[src/rtl/change_dispenser.sv]
// change_dispenser: takes the change amount that vending_machine reports
// and pays it out as a series of coin requests to the hopper, largest
// denomination first. Each coin request uses a valid/ready handshake.
//
// Optional build macro: COIN_INVENTORY_EN. It adds per-denomination stock
// counters, the refill input and the stock_low output.
//
// Ports:
//   clock        in   system clock; all logic runs on the rising edge
//   reset        in   synchronous, active-high reset
//   change[7:0]  in   amount to pay out; sampled only while trans_sucess=1
//   trans_sucess in   one-cycle strobe that starts a payout
//   coin_ready   in   hopper accepts the pending coin
//   coin_valid   out  a coin request is pending
//   coin_sel[1:0] out denomination code of the pending coin (0 = largest)
//   busy         out  a payout is in progress
//   done         out  one-cycle pulse at the end of every accepted payout
//   residue[7:0] out  unpaid remainder of the last payout
//   overrun      out  one-cycle pulse when a strobe arrives while busy
//   refill       in   (COIN_INVENTORY_EN) reload every stock counter
//   stock_low[3:0] out (COIN_INVENTORY_EN) bit i set when stock i < 2
module change_dispenser #(
  parameter int unsigned DENOM_A = 50,
  parameter int unsigned DENOM_B = 20,
  parameter int unsigned DENOM_C = 10,
  parameter int unsigned DENOM_D = 5
`ifdef COIN_INVENTORY_EN
  ,
  parameter int unsigned INV_INIT = 8
`endif
) (
  input  logic       clock,
  input  logic       reset,
  input  logic [7:0] change,
  input  logic       trans_sucess,
  input  logic       coin_ready,
  output logic       coin_valid,
  output logic [1:0] coin_sel,
  output logic       busy,
  output logic       done,
  output logic [7:0] residue,
  output logic       overrun
`ifdef COIN_INVENTORY_EN
  ,
  input  logic       refill,
  output logic [3:0] stock_low
`endif
);

  localparam int unsigned W = 8;
  localparam int unsigned N_DENOM = 4;

  typedef enum logic [1:0] {
    S_IDLE   = 2'd0,
    S_SELECT = 2'd1,
    S_ISSUE  = 2'd2,
    S_DONE   = 2'd3
  } state_t;

  state_t       state;
  logic [W-1:0] remaining;
  logic [N_DENOM-1:0] avail;
  logic         pick_found;
  logic [1:0]   pick_sel;

  // Map a coin code to its value.
  function automatic logic [W-1:0] denom_of(input logic [1:0] sel);
    logic [W-1:0] v;
    v = W'(DENOM_D);
    case (sel)
      2'd0:    v = W'(DENOM_A);
      2'd1:    v = W'(DENOM_B);
      2'd2:    v = W'(DENOM_C);
      default: v = W'(DENOM_D);
    endcase
    return v;
  endfunction

`ifdef COIN_INVENTORY_EN
  logic [W-1:0] stock     [N_DENOM];
  logic [W-1:0] stock_nxt [N_DENOM];

  // Next stock: refill has priority over the decrement from an accepted coin.
  always_comb begin
    for (int i = 0; i < N_DENOM; i++) begin
      stock_nxt[i] = stock[i];
      if (refill) begin
        stock_nxt[i] = W'(INV_INIT);
      end else if (state == S_ISSUE && coin_ready && coin_sel == 2'(i)) begin
        stock_nxt[i] = stock[i] - W'(1);
      end
    end
  end

  // Stock counters and their low-water flags.
  always_ff @(posedge clock) begin
    if (reset) begin
      for (int i = 0; i < N_DENOM; i++) begin
        stock[i]     <= W'(INV_INIT);
        stock_low[i] <= (INV_INIT < 2);
      end
    end else begin
      for (int i = 0; i < N_DENOM; i++) begin
        stock[i]     <= stock_nxt[i];
        stock_low[i] <= (stock_nxt[i] < W'(2));
      end
    end
  end
`endif

  // A denomination is usable when it fits the remaining amount (and is in stock).
  always_comb begin
    avail = '0;
    for (int i = 0; i < N_DENOM; i++) begin
      avail[i] = (denom_of(2'(i)) <= remaining);
`ifdef COIN_INVENTORY_EN
      if (stock[i] == '0) avail[i] = 1'b0;
`endif
    end
  end

  // Priority pick: lowest code (largest coin) wins, so scan downwards.
  always_comb begin
    pick_found = 1'b0;
    pick_sel   = 2'd0;
    for (int i = N_DENOM - 1; i >= 0; i--) begin
      if (avail[i]) begin
        pick_found = 1'b1;
        pick_sel   = 2'(i);
      end
    end
  end

  // Payout FSM with registered outputs.
  always_ff @(posedge clock) begin
    if (reset) begin
      state      <= S_IDLE;
      remaining  <= '0;
      coin_valid <= 1'b0;
      coin_sel   <= 2'd0;
      busy       <= 1'b0;
      done       <= 1'b0;
      residue    <= '0;
      overrun    <= 1'b0;
    end else begin
      done    <= 1'b0;
      overrun <= trans_sucess && busy;
      case (state)
        S_IDLE: begin
          if (trans_sucess) begin
            remaining <= change;
            residue   <= '0;
            if (change == '0) begin
              done <= 1'b1;
            end else begin
              state <= S_SELECT;
              busy  <= 1'b1;
            end
          end
        end
        S_SELECT: begin
          if (pick_found) begin
            coin_sel   <= pick_sel;
            coin_valid <= 1'b1;
            state      <= S_ISSUE;
          end else begin
            residue <= remaining;
            done    <= 1'b1;
            state   <= S_DONE;
          end
        end
        S_ISSUE: begin
          // SELECT guaranteed denom <= remaining, so no underflow here.
          if (coin_ready) begin
            remaining  <= remaining - denom_of(coin_sel);
            coin_valid <= 1'b0;
            state      <= S_SELECT;
          end
        end
        S_DONE: begin
          busy  <= 1'b0;
          state <= S_IDLE;
        end
        default: begin
          busy  <= 1'b0;
          state <= S_IDLE;
        end
      endcase
    end
  end

endmodule
[config.mk]
export PLATFORM = sky130hd
export DESIGN_NAME = change_dispenser
export DESIGN_NICKNAME = d
export VERILOG_FILES = /design/src/rtl/change_dispenser.sv
export SDC_FILE = /design/constraint.sdc
export NUM_CORES = 1
export LEC_CHECK = 0
export BUFFER_PORTS_ARGS = -buffer_cell sky130_fd_sc_hd__buf_2
export CORE_UTILIZATION = 41
export CTS_BUF_LIST = sky130_fd_sc_hd__clkbuf_4 sky130_fd_sc_hd__clkbuf_8
export DETAILED_ROUTE_END_ITERATION = 16
export PLACE_DENSITY_LB_ADDON = 0.15
export SLEW_MARGIN = 25
export SYNTH_ARGS = -nofsm -noshare
export SYNTH_HDL_FRONTEND = slang
export SYNTH_SLANG_ARGS = --single-unit
[constraint.sdc]
create_clock -name clock -period 2.36 [get_ports clock]
set_input_delay 0.118 -clock clock [delete_from_list [all_inputs] [get_ports clock]]
set_output_delay 0.118 -clock clock [all_outputs]
set_load 0.02 [all_outputs]
==> impl_metrics.yaml <==
synth:
  synth_cells: 163
  synthesis.area_sq_um: 1350
  ys_types: 43
  avgSynthCellArea_sq_um: 8.31
  ys_seq_area_frac: 0.355
  syn-num-nets: 183
  ys_seq_elements: 24
  synth_warnings: 0
place:
  portBuffers: 25
  gp_congestion: 0.841
  detailed_place_hpwl_um: 2390
  dp_slack_ns: 0.261
worst_setup_path:
  max_stage_delay_ns: 0.39
  r2r_slack_ns: 0.20
  critPathTopFamily: "compound AO/OA/AOI/OAI gates"
  r2r_end: "remaining[4]$_SDFFE_PP0P_"
  worst-path-stages: 8
  r2r_start: "coin_sel[0]$_SDFFE_PP0P_"
  worst-path-buf-inv: 0
  cp_max_fo: 6
  critPathSlowestCell: "dfxtp_1"
  worst_path_most_repeated_cell: "a211oi_1"
  cp.arrival_ns: 2.42
  path_cells: "and2_1, ha_1, fa_1, nor2b_1, o21ai_0, a211oi_1, a211oi_1, a211oi_1"
  crit_required_ns: 2.62
  worst_setup_path_end_kind: "register"
  crit_type: "register to register"
  start_kind: "register"
  rr_worst_depth: 8
floorplanning:
  die_area_sq_um: 3540
  num_io_pins: 26
  placeableCoreArea_sq_um: 3100
  rows: 20
  initial_utilization: 0.436
  die_h_um: 59.5
  die_w_um: 59.5
hold_path:
  min_path_type: "input port to register"
  hold_end: "overrun$_SDFF_PP0_"
  min_path_cells: 3
  min-delay-start: "trans_sucess"
run:
  max_cap_viol_count: 0
cts:
  cts.hold.buffers_added: 0
  insertion_delay_ns: 0.33
  post_cts_resized: 0
  cts_buffers: 3
  cts_tree: "built"
  clockBufferDepth: 2
  ctsHtreeMaxLevel: 1
  path_clk_slew_ns: 0.14
  clock-sinks: 24
  root_buffer: "clkbuf_4"
  post_cts_buffers: 0
detailed_routing:
  drtAntennaViolNets: 0
  vias: 1250
  drc: 0
  drt_iter0_markers: 44
  drt_pass1_iterations: 4
  wl_per_cell_um: 13.8
  viasPerCell: 5.43
  drt-total-wl_um: 3180
cells_and_area:
  drive_above_1_share: 0.188
  final_common_cell: "buf_2"
  multi_input_area_sq_um: 818
  synthToLayoutAreaGrowth_pct: 15.1
  fill_cells: 320
  antenna_cells: 0
  layout_common_cells: "buf_2 (25), dfxtp_1 (24), nor2_1 (19)"
  layout.nets: 207
  regArea_sq_um: 480
timing:
  drv_slew: 0
  tightest_slew_ns: 0.535
  finalSetupViolations: 0
  fin_crit_sh: 0.914
  relSlewSlack: 0.644
  grt_setup_unrepaired: "no"
  period_needed_ns: 2.16
  setup_ws_ns: 0.204
  clock_skew_ns: 0.00547
  hold_viol: 0
  finalSetupTns_ns: 0
  fmax_mhz: 464
run_status:
  status: "complete, no violations"
grt:
  grt_overflow: 0
  antenna_found_initial: 0
  grt_pass1_wl_um: 5360
  grt_pass1_vias: 1121
  grtUsageTotal: 0.204
  grt_max_degree: 22
power:
  p_leak_nw: 0.641
  pwr_density_cell_nw_per_um2: 706
  vdd_drop_max_mv: 0.264
==> logic make-up after synthesis <==
| logic type | synth area share |
|---|---|
| DFF | 0.355 |
| adders and majority gates | 0.0795 |
| AOI/OAI and AO/OA | 0.249 |
| and+or+nand+nor | 0.269 |
| muxes | 0.00739 |
| buffers and inverters | 0.0407 |
==> flip-flops by register name, summed over array words and instances, names as in the netlist <==
name	count
remaining	8
residue	8
coin_sel	2
state	2
busy	1
coin_valid	1
done	1
overrun	1
==> stage by stage <==
step,cell area (sq um),utilization,hold slack (ns),std cells,power [mW]
3_5_place_dp,1510,0.485,0.371,226,0.800
2_1_floorplan,1350,-,0.241,163,0.720
3_3_place_gp,1510,0.485,0.375,226,0.793
5_1_grt,1560,0.502,0.0149,230,1.17
6_report,1560,0.502,0.0193,230,1.10
4_1_cts,1560,0.502,0.0134,230,1.10
==> synthesized netlist by cell type <==
master | n | area, sq um
o2111ai_1 | 1 | 8.76
a31oi_1 | 1 | 6.26
a211oi_1 | 12 | 90.1
dfxtp_1 | 24 | 480
a32oi_1 | 1 | 8.76
a211oi_2 | 1 | 12.5
o311ai_0 | 1 | 8.76
nand3_1 | 4 | 20.0
nor3_2 | 1 | 10.0
nor3_1 | 5 | 25.0
o22a_1 | 1 | 8.76
fa_1 | 1 | 20.0
nand4_1 | 1 | 6.26
a21oi_2 | 2 | 17.5
nor3b_1 | 1 | 7.51
o41ai_1 | 1 | 8.76
or4_4 | 1 | 11.3
and2_1 | 6 | 37.5
inv_1 | 7 | 26.3
mux2i_1 | 1 | 10.0
nand2_1 | 10 | 37.5
nor2b_1 | 6 | 37.5
buf_4 | 1 | 7.51
o21bai_1 | 2 | 15.0
or3_1 | 1 | 6.26
o31ai_1 | 1 | 7.51
ha_1 | 7 | 87.6
o22ai_1 | 2 | 12.5
a21oi_1 | 10 | 50.1
nor2_1 | 19 | 71.3
and3_1 | 1 | 6.26
buf_2 | 2 | 10.0
o211a_1 | 1 | 10.0
or4_1 | 1 | 7.51
o311a_1 | 1 | 10.0
clkbuf_1 | 3 | 11.3
nand2b_1 | 9 | 56.3
or2_2 | 1 | 6.26
and4_1 | 2 | 17.5
o21ai_0 | 7 | 35.0
a21o_1 | 1 | 7.51
o32a_1 | 1 | 10.0
a311oi_1 | 1 | 8.76
==> worst max path at each step <==
stage | start | endpoint | slack, ns
6_report | coin_sel[0]$_SDFFE_PP0P_ | remaining[4]$_SDFFE_PP0P_ | 0.20
3_3_place_gp | remaining[1]$_SDFFE_PP0P_ | remaining[7]$_SDFFE_PP0P_ | 0.35
2_1_floorplan | coin_sel[0]$_SDFFE_PP0P_ | remaining[4]$_SDFFE_PP0P_ | 0.38
5_1_grt | coin_sel[0]$_SDFFE_PP0P_ | remaining[4]$_SDFFE_PP0P_ | 0.07
4_1_cts | coin_sel[0]$_SDFFE_PP0P_ | remaining[4]$_SDFFE_PP0P_ | 0.22
3_5_place_dp | coin_sel[0]$_SDFFE_PP0P_ | remaining[4]$_SDFFE_PP0P_ | 0.26
==> area by class of cell <==
cell class                 instances  share of cell area
clock buffer                       3              0.0145
clock inverter                     1              0.0193
sequential                        24               0.308
timing repair buffer              25              0.0803
inverter                           7              0.0169
tap                               44              0.0353
multi-input combinational        126               0.525
==> where the power goes <==
group	total, mW	internal, mW	switching, mW	leakage [nW]
registers	0.489	0.439	0.0507	0.196
clock network	0.306	0.172	0.134	0.0279
logic	0.304	0.125	0.179	0.417
total	1.10	0.736	0.363	0.641
==> metal layers <==
layer,GRT usage,routed length (um),vias up
li1,-,-,636
met1,0.274,1520,582
met2,0.321,1470,27
met3,0.0459,142,5
met4,0.0714,42,0
met5,0,0,-
==> worst register-to-register path: stages (launching register included) <==
cell and delay (ns):
dfxtp_1 0.39, and2_1 0.19, ha_1 0.22, fa_1 0.39
nor2b_1 0.16, o21ai_0 0.16, a211oi_1 0.27, a211oi_1 0.08
a211oi_1 0.23
Note: power is estimated with default switching activity, not from simulation.
